==> src/rtl/class_hvec_stream_pkg.sv <==
// rtl/class_hvec_stream_pkg.sv - shared defaults, FSM state enum and width helper for class_hvec_stream
package class_hvec_stream_pkg;

    localparam int FRAME_W_DEF   = 64;
    localparam int N_CLASSES_DEF = 8;
    localparam int N_FRAMES_DEF  = 3;

    typedef enum logic {
        IDLE   = 1'b0,
        STREAM = 1'b1
    } state_e;

    // Index width that never collapses to zero for single-entry dimensions
    function automatic int clog2_min1(input int n);
        return (n > 1) ? $clog2(n) : 1;
    endfunction

endpackage

==> src/rtl/class_hvec_mem.sv <==
// rtl/class_hvec_mem.sv - 1R/1W synchronous frame store, read-before-write, contents never reset
module class_hvec_mem
    import class_hvec_stream_pkg::*;
#(
    parameter int DATA_W = FRAME_W_DEF,
    parameter int DEPTH  = N_CLASSES_DEF * N_FRAMES_DEF,
    parameter int ADDR_W = clog2_min1(DEPTH)
) (
    input  logic              clk,
    input  logic              rst_n,
    input  logic              rd_en,
    input  logic [ADDR_W-1:0] rd_addr,
    input  logic              wr_en,
    input  logic [ADDR_W-1:0] wr_addr,
    input  logic [DATA_W-1:0] wr_data,
    output logic [DATA_W-1:0] rd_data
);

    logic [DATA_W-1:0] mem [DEPTH];
    logic [DATA_W-1:0] rd_data_d;
    logic [DATA_W-1:0] rd_data_q;

    always_ff @(posedge clk) begin
        if (wr_en) begin
            mem[wr_addr] <= wr_data;
        end
    end

    // The array update lands on the same edge, so a colliding read sees the old word
    always_comb begin
        rd_data_d = rd_data_q;
        if (rd_en) begin
            rd_data_d = mem[rd_addr];
        end
    end

    always_ff @(posedge clk or negedge rst_n) begin
        if (!rst_n) begin
            rd_data_q <= '0;
        end else begin
            rd_data_q <= rd_data_d;
        end
    end

    assign rd_data = rd_data_q;

endmodule

==> src/rtl/class_hvec_stream.sv <==
// rtl/class_hvec_stream.sv - streams the stored frames of a requested class vector, one frame per cycle
module class_hvec_stream
    import class_hvec_stream_pkg::*;
#(
    parameter int FRAME_W   = FRAME_W_DEF,
    parameter int N_CLASSES = N_CLASSES_DEF,
    parameter int N_FRAMES  = N_FRAMES_DEF,
    parameter int CLS_W     = clog2_min1(N_CLASSES),
    parameter int FRM_W     = clog2_min1(N_FRAMES)
) (
    input  logic               clk,
    input  logic               rst_n,
    input  logic               req_valid,
    output logic               req_ready,
    input  logic [CLS_W-1:0]   req_class,
    input  logic               wr_en,
    input  logic [CLS_W-1:0]   wr_class,
    input  logic [FRM_W-1:0]   wr_frame,
    input  logic [FRAME_W-1:0] wr_data,
    output logic               out_valid,
    input  logic               out_ready,
    output logic [FRAME_W-1:0] out_data,
    output logic [CLS_W-1:0]   out_class,
    output logic [FRM_W-1:0]   out_frame,
    output logic               out_last,
    output logic               err_class
);

    localparam int DEPTH  = N_CLASSES * N_FRAMES;
    localparam int ADDR_W = clog2_min1(DEPTH);

    state_e             state_q, state_d;
    logic               out_valid_q, out_valid_d;
    logic [CLS_W-1:0]   out_class_q, out_class_d;
    logic [FRM_W-1:0]   out_frame_q, out_frame_d;
    logic               out_last_q, out_last_d;
    logic               err_q, err_d;

    logic               accept;
    logic               req_ok;
    logic [FRM_W-1:0]   next_frame;
    logic               rd_en;
    logic [CLS_W-1:0]   rd_class;
    logic [FRM_W-1:0]   rd_frame;
    logic [ADDR_W-1:0]  rd_addr;
    logic               wr_ok;
    logic [ADDR_W-1:0]  wr_addr;

    assign accept     = req_valid && (state_q == IDLE);
    assign req_ok     = 32'(req_class) < N_CLASSES;
    assign next_frame = out_frame_q + FRM_W'(1);

    always_ff @(posedge clk or negedge rst_n) begin
        if (!rst_n) begin
            state_q <= IDLE;
        end else begin
            state_q <= state_d;
        end
    end

    always_comb begin
        state_d = state_q;
        case (state_q)
            IDLE:    if (accept && req_ok) state_d = STREAM;
            STREAM:  if (out_ready && out_last_q) state_d = IDLE;
            default: state_d = IDLE;
        endcase
    end

    // Each handshake fetches the following frame, so a write lands in the stream until that fetch
    always_comb begin
        out_valid_d = out_valid_q;
        out_class_d = out_class_q;
        out_frame_d = out_frame_q;
        out_last_d  = out_last_q;
        err_d       = 1'b0;
        rd_en       = 1'b0;
        rd_class    = out_class_q;
        rd_frame    = next_frame;
        case (state_q)
            IDLE: begin
                out_valid_d = 1'b0;
                if (accept) begin
                    if (req_ok) begin
                        rd_en       = 1'b1;
                        rd_class    = req_class;
                        rd_frame    = '0;
                        out_valid_d = 1'b1;
                        out_class_d = req_class;
                        out_frame_d = '0;
                        out_last_d  = (N_FRAMES == 1);
                    end else begin
                        err_d = 1'b1;
                    end
                end
            end
            STREAM: begin
                if (out_ready) begin
                    if (out_last_q) begin
                        out_valid_d = 1'b0;
                    end else begin
                        rd_en       = 1'b1;
                        out_frame_d = next_frame;
                        out_last_d  = (32'(next_frame) == N_FRAMES - 1);
                    end
                end
            end
            default: out_valid_d = 1'b0;
        endcase
    end

    always_ff @(posedge clk or negedge rst_n) begin
        if (!rst_n) begin
            out_valid_q <= 1'b0;
            out_class_q <= '0;
            out_frame_q <= '0;
            out_last_q  <= 1'b0;
            err_q       <= 1'b0;
        end else begin
            out_valid_q <= out_valid_d;
            out_class_q <= out_class_d;
            out_frame_q <= out_frame_d;
            out_last_q  <= out_last_d;
            err_q       <= err_d;
        end
    end

    assign rd_addr = ADDR_W'(32'(rd_class) * 32'(N_FRAMES) + 32'(rd_frame));
    assign wr_ok   = wr_en && (32'(wr_class) < N_CLASSES) && (32'(wr_frame) < N_FRAMES);
    assign wr_addr = ADDR_W'(32'(wr_class) * 32'(N_FRAMES) + 32'(wr_frame));

    class_hvec_mem #(
        .DATA_W (FRAME_W),
        .DEPTH  (DEPTH),
        .ADDR_W (ADDR_W)
    ) u_mem (
        .clk     (clk),
        .rst_n   (rst_n),
        .rd_en   (rd_en),
        .rd_addr (rd_addr),
        .wr_en   (wr_ok),
        .wr_addr (wr_addr),
        .wr_data (wr_data),
        .rd_data (out_data)
    );

    assign req_ready = (state_q == IDLE);
    assign out_valid = out_valid_q;
    assign out_class = out_class_q;
    assign out_frame = out_frame_q;
    assign out_last  = out_last_q;
    assign err_class = err_q;

endmodule

==> config.mk <==
export PLATFORM = sky130hd
export DESIGN_NAME = class_hvec_stream
export DESIGN_NICKNAME = d
export VERILOG_FILES = /design/src/rtl/class_hvec_stream_pkg.sv /design/src/rtl/class_hvec_mem.sv /design/src/rtl/class_hvec_stream.sv
export SDC_FILE = /design/constraint.sdc
export NUM_CORES = 1
export LEC_CHECK = 0
export CAP_MARGIN = 20
export CORE_ASPECT_RATIO = 0.8
export CORE_MARGIN = 5
export CORE_UTILIZATION = 40
export DETAILED_ROUTE_END_ITERATION = 8
export PLACE_DENSITY = 0.65
export SLEW_MARGIN = 20
export SYNTH_ARGS = -nofsm -noshare
export SYNTH_HDL_FRONTEND = slang
export SYNTH_HIERARCHICAL = 1
export SYNTH_SLANG_ARGS = --single-unit
export TNS_END_PERCENT = 10
==> constraint.sdc <==
create_clock -name clk -period 4.6 [get_ports clk]
set_clock_uncertainty 0.15 [all_clocks]
set_input_delay 1.38 -clock clk [delete_from_list [all_inputs] [get_ports clk]]
set_output_delay 1.38 -clock clk [all_outputs]
set_load 0.1 [all_outputs]
**Word-level counts from Yosys, hierarchy flattened**

Memories as Yosys holds them, arrays and structs flattened. A register that Yosys moved wholly into a read port is not among the register bits.
Index checks and enable logic that the tools add are counted.

- Register bits after elaboration: 8
- Word-level logic and storage cells: 48
- Bits of input ports: 77
- Output and inout bits: 73
- Memories kept: 1
- Memory bits (writable): 1536

- Reductions and logical operators: 7
- Bitwise operators: 1
- Multipliers: 2
- Equal/unequal tests: 5
- Order comparisons: 1
- Muxes and demuxes: 23
- $add $sub $neg: 3

Memories:

| memory | words | bits a word | read ports | clocked after memory_dff | wr ports | RTL line | source |
|---|---|---|---|---|---|---|---|
| u_mem.mem | 24 | 64 | 1 | 1 | 1 | class_hvec_mem.sv:19 | `logic [DATA_W-1:0] mem [DEPTH];` |

Operator list:

| kind | number |
|---|---|
| $mux 1 | 11 |
| $add 5x2->5 | 2 |
| $mul 3x2->5 const B | 2 |
| $mux 2 | 5 |
| $pmux 1 s2 | 4 |
| $mux 3 | 2 |
| $ne 2x1->1 const B | 2 |
| $ne 2x2->1 const B | 2 |
| $pmux 2 s2 | 1 |
| $reduce_and 2->1 | 2 |
| $logic_and 1x1->1 | 3 |
| $reduce_and 3->1 | 1 |
| $add 2x1->2 const B | 1 |
| $eq 2x2->1 const B | 1 |
| $lt 2x2->1 const B | 1 |
| $logic_not 1->1 | 1 |
| $not 1->1 | 1 |

**Depth between registers and ports, before layout**

- Word-level depth: 6
- Mapped depth: 14
- Depth with buffers taken out: 12

**By module**

The synthesis kept the hierarchy.

Modules (own cells, without submodules):

| module | sequential area each (sq um) | cells an instance | instances | area each (sq um) |
|---|---|---|---|---|
| class_hvec_mem | 47725.8 | 3039 | 1 | 61451.4 |
| class_hvec_stream | 200.2 | 69 | 1 | 760.7 |

**Least setup slack after synthesis**

Ideal clock, no wire load.

- Path kind: input to register
- From: input port wr_class[0]
- To: memory u_mem/mem[16][0] in the netlist's numbering, enable pin
- Data required time: 3964 ps
- Slack: -1957 ps
- Data arrival time: 5921 ps
- Path buffers: 0
- Stages: 6
- Library setup time: 486 ps
- Cells stage by stage: fa_1 ha_1 fa_1 xor2_1 or3b_2 nor2_1

- Word-level cells in the longest chain between the ends: 2

Ends and longest elaborated chain:

| item | RTL line | source |
|---|---|---|
| start, declared | class_hvec_stream.sv:17 | `input logic [CLS_W-1:0] wr_class,` |
| $mul 3x2->5 | class_hvec_stream.sv:130 | `assign wr_addr = ADDR_W'(32'(wr_class) * 32'(N_FRAMES) + 32'(wr_frame));` |
| $add 5x2->5 | class_hvec_stream.sv:130 |  |
| net wr_addr[3] | class_hvec_stream.sv:47 | `logic [ADDR_W-1:0] wr_addr;` |
| end, declared | class_hvec_mem.sv:19 |  |

The timed path passes the listed nets, and every way through them passes these cells.

**Worst setup path in the final report**

- From: input port req_valid
- To: register u_mem.rd_data_q[25], in the netlist u_mem/rd_data[25] (read register of u_mem.mem)

- Word-level cells in the longest chain between the ends: 5
- Elaborated cells on any way between the ends: 9
- Classes of those cells: add/sub: 1; mul: 1; mux: 6; reduce/logical: 1

Ends and longest elaborated chain:

| item | RTL line | source |
|---|---|---|
| start, declared | class_hvec_stream.sv:13 | `input logic req_valid,` |
| $logic_and 1x1->1 * | class_hvec_stream.sv:49 | `assign accept = req_valid && (state_q == IDLE);` |
| $mux 3 | n/a |  |
| $mux 3 | class_hvec_stream.sv:80 | `case (state_q)` |
| $mul 3x2->5 | class_hvec_stream.sv:128 | `assign rd_addr = ADDR_W'(32'(rd_class) * 32'(N_FRAMES) + 32'(rd_frame));` |
| $add 5x2->5 * | class_hvec_stream.sv:128 |  |
| net rd_addr[2] | class_hvec_stream.sv:45 | `logic [ADDR_W-1:0] rd_addr;` |
| end, declared | class_hvec_mem.sv:21 | `logic [DATA_W-1:0] rd_data_q;` |

The timed path passes the listed nets; every way through them passes the cells marked *.
A chain may end at the register's enable or synchronous reset.

==> impl_metrics.env <==
export IMPL_synth_top_area_share_pct=74.14
export IMPL_hold_violations=0
export IMPL_setup_viol=0
export IMPL_cts_sinks=1608
export IMPL_htreeDepth=4
export IMPL_final_period_utilization_pct=99.76
export IMPL_synthMuxAreaShare_pct=13.27
export IMPL_hold_class="reg2reg"
export IMPL_synth_compound_area_share_pct=5.402
export IMPL_wirelength_um=158800
export IMPL_ant_nets=0
export IMPL_place_hpwl_um=100200
export IMPL_ys_top_cells_by_area="edfxtp_1, mux2i_1, a22oi_1"
export IMPL_yosys_area_share_xor_xnor_pct=0.05631
export IMPL_syn_area_per_cell_um2=20.02
export IMPL_place_congestion=0.7796
export IMPL_setup_slack_ps=10.95
export IMPL_first_iter_violations=3104
export IMPL_path_max_fanout=24
export IMPL_syn_instance_count=3108
export IMPL_mappedNetlistNets=3200
export IMPL_initial_core_util_pct=40.23
export IMPL_vias_per_cell=5.596
export IMPL_via_count=32580
export IMPL_area_delta_synth_final_pct=23.02
export IMPL_rows=129
export IMPL_yosys_area_top_type="edfxtp_1"
export IMPL_antenna_found_initial=9
export IMPL_endpoint_kind="register"
export IMPL_yosys_area_share_simple_pct=1.581
export IMPL_clock_path_buffers=3
export IMPL_ys_flop_type="edfxtp_1"
export IMPL_pre_cts_slack_ps=-811.3
export IMPL_io_pins=150
export IMPL_fill_cells=12350
export IMPL_grt_pass1_vias=32510
export IMPL_grt_first_pass_wirelength_um=228900
export IMPL_timing_final_max_slew_violations=0
export IMPL_cts_tree="built"
export IMPL_firstDrtPassIters=6
export IMPL_rsz0062_at_grt="true"
export IMPL_synth_top_family_by_area="multiplexers"
export IMPL_die_area_mm2=0.1636
export IMPL_worstSetupStartpointType="input port"
export IMPL_drv_cap=0
export IMPL_async_flop_share_pct=4.478
export IMPL_grt_usage_pct=19.03
export IMPL_nets=3735
export IMPL_tightest_slew_ps=1062
export IMPL_dieWidth_um=450.9
export IMPL_overflow=0
export IMPL_path_clk_slew_ps=60
export IMPL_ys_ff_latch=1608
export IMPL_synthesis_area_mm2=0.06221
export IMPL_clockRootBuffer="clkbuf_16"
export IMPL_required_ps=5100
export IMPL_wl_per_cell_um=27.28
export IMPL_ys_types=47
export IMPL_layout_min_cycle_time_ps=4589
export IMPL_clk_latency_ps=790
export IMPL_yosysSeqAreaShare_pct=77.04
export IMPL_worstSetupPathType="in2reg"
export IMPL_yosysWarnings=6
export IMPL_cts_made_buffers=160
export IMPL_slew_headroom_pct=29.20
export IMPL_worst_endpoint_arrival_ps=5090
export IMPL_design_core_area_mm2=0.1546
export IMPL_layout_drive_gt1_share_pct=22.22
export IMPL_post_route_drc_count=0
export IMPL_portBuffers=148
export IMPL_status="completed"
export IMPL_synthAdderAreaFrac_pct=0.3379
export IMPL_grt_max_degree=63
export IMPL_cts_hold_buf=0
export IMPL_synth_edf_count=1536
export IMPL_fp_dieH_um=362.7
export IMPL_fmax_mhz=217.9
[cells by family after synthesis]
group           after synthesis
flops                      1608
mux                         646
compound gates              397
buf+inv                     249
simple gates                188
fa+ha+maj                    15
xor+xnor                      4
other cells                   1
[state kept, by name, indices dropped and copies added, names as in the netlist]
signal,cells
u_mem/mem,1536
u_mem/rd_data,64
out_class,3
out_frame,2
out_last,1
out_valid,1
state_q,1
[synth_stat cells (14+ instances only)]
library cell,count
a22oi_1,261
a22oi_2,59
buf_1,14
buf_2,62
buf_4,24
clkbuf_1,45
dfrtp_1,72
edfxtp_1,1536
inv_1,70
mux2i_1,514
mux4_1,48
mux4_2,80
nand3_1,129
nor2_1,28
o2111ai_1,64
[critical path, cell delays in order]
cell and delay, ps:
clkdlybuf4s50_1 480, nor2b_4 200, buf_4 140, mux2_2 360, ha_4 160, ha_1 220
fa_4 890, buf_4 160, buf_12 160, buf_12 210, mux4_1 320, a22oi_2 240
o2111ai_1 130
[path summary, 6_finish.rpt]
check,startpoint,end,slack (ps),cells past startpoint
max,req_valid,u_mem/rd_data[25],10,13
min,out_valid,out_valid,380,1
max reg2reg,state_q,u_mem/rd_data[25],550,12
min reg2reg,out_valid,out_valid,380,1
max in group asynchronous,rst_n,u_mem/rd_data[35],2720,2
min in group asynchronous,rst_n,u_mem/rd_data[50],610,1
[area by class of cell]
type	count	area, um2	share of cell area (%)
Sequential cell	1608	47930	62.62
Multi-Input combinational cell	1251	13200	17.24
Timing Repair Buffer	552	7371	9.631
Clock buffer	211	4298	5.615
Tap cell	2030	2540	3.319
Clock inverter	89	918.4	1.200
Inverter	70	262.8	0.3433
Antenna cell	10	25.02	0.03270
[metrics by stage]
step	TNS, ps	hold WS (ps)	instance area [um2]	util [%]	cells
finish	0	377.2	76540	49.50	5821
global route	-367.0	413.0	76520	49.49	5815
CTS	0	378.5	76110	49.22	5788
global placement	-149060	355.1	70890	45.85	5488
floorplan	-485200	480.2	62350	-	3108
detailed placement	-191480	362.8	70890	45.85	5488
[metal layers]
layer	vias to the layer above	global-route usage, %	share of wire, %
met1	17120	27.85	44
met2	1252	28.85	46
met4	4	5.175	2.1
met3	229	4.308	7.9
met5	-	0	0.013
li1	13970	-	-
[cell usage in the layout, fill, tap and decap left out, drive strengths merged, types with 2 or more instances in the layout]
| master | Yosys | final |
|---|---|---|
| o2111ai | 64 | 64 |
| nand3 | 129 | 129 |
| clkbuf | 49 | 215 |
| o211ai | 3 | 3 |
| nor2 | 29 | 29 |
| nand4bb | 2 | 2 |
| dfrtp | 72 | 72 |
| nand3b | 4 | 4 |
| a21o | 6 | 6 |
| xor2 | 2 | 2 |
| mux2 | 4 | 4 |
| mux4 | 128 | 128 |
| or3b | 5 | 5 |
| inv | 70 | 84 |
| ha | 12 | 12 |
| clkinvlp | 0 | 5 |
| xnor2 | 2 | 2 |
| diode | 0 | 10 |
| bufinv | 0 | 15 |
| buf | 130 | 406 |
| nor2b | 6 | 6 |
| and2 | 3 | 3 |
| clkdlybuf4s50 | 0 | 142 |
| mux2i | 514 | 514 |
| nand2 | 5 | 5 |
| edfxtp | 1536 | 1536 |
| clkinv | 0 | 55 |
| a22oi | 320 | 320 |
| fa | 3 | 3 |
[timing repair]
item	CTS	global route
setup buffers	0	19
resized for setup	0	24
endpoints found under the setup margin	0	29
Power is left out: the tool's default activity adds up to more than one toggle a clock period on the data nets, which glitch-free logic cannot reach.
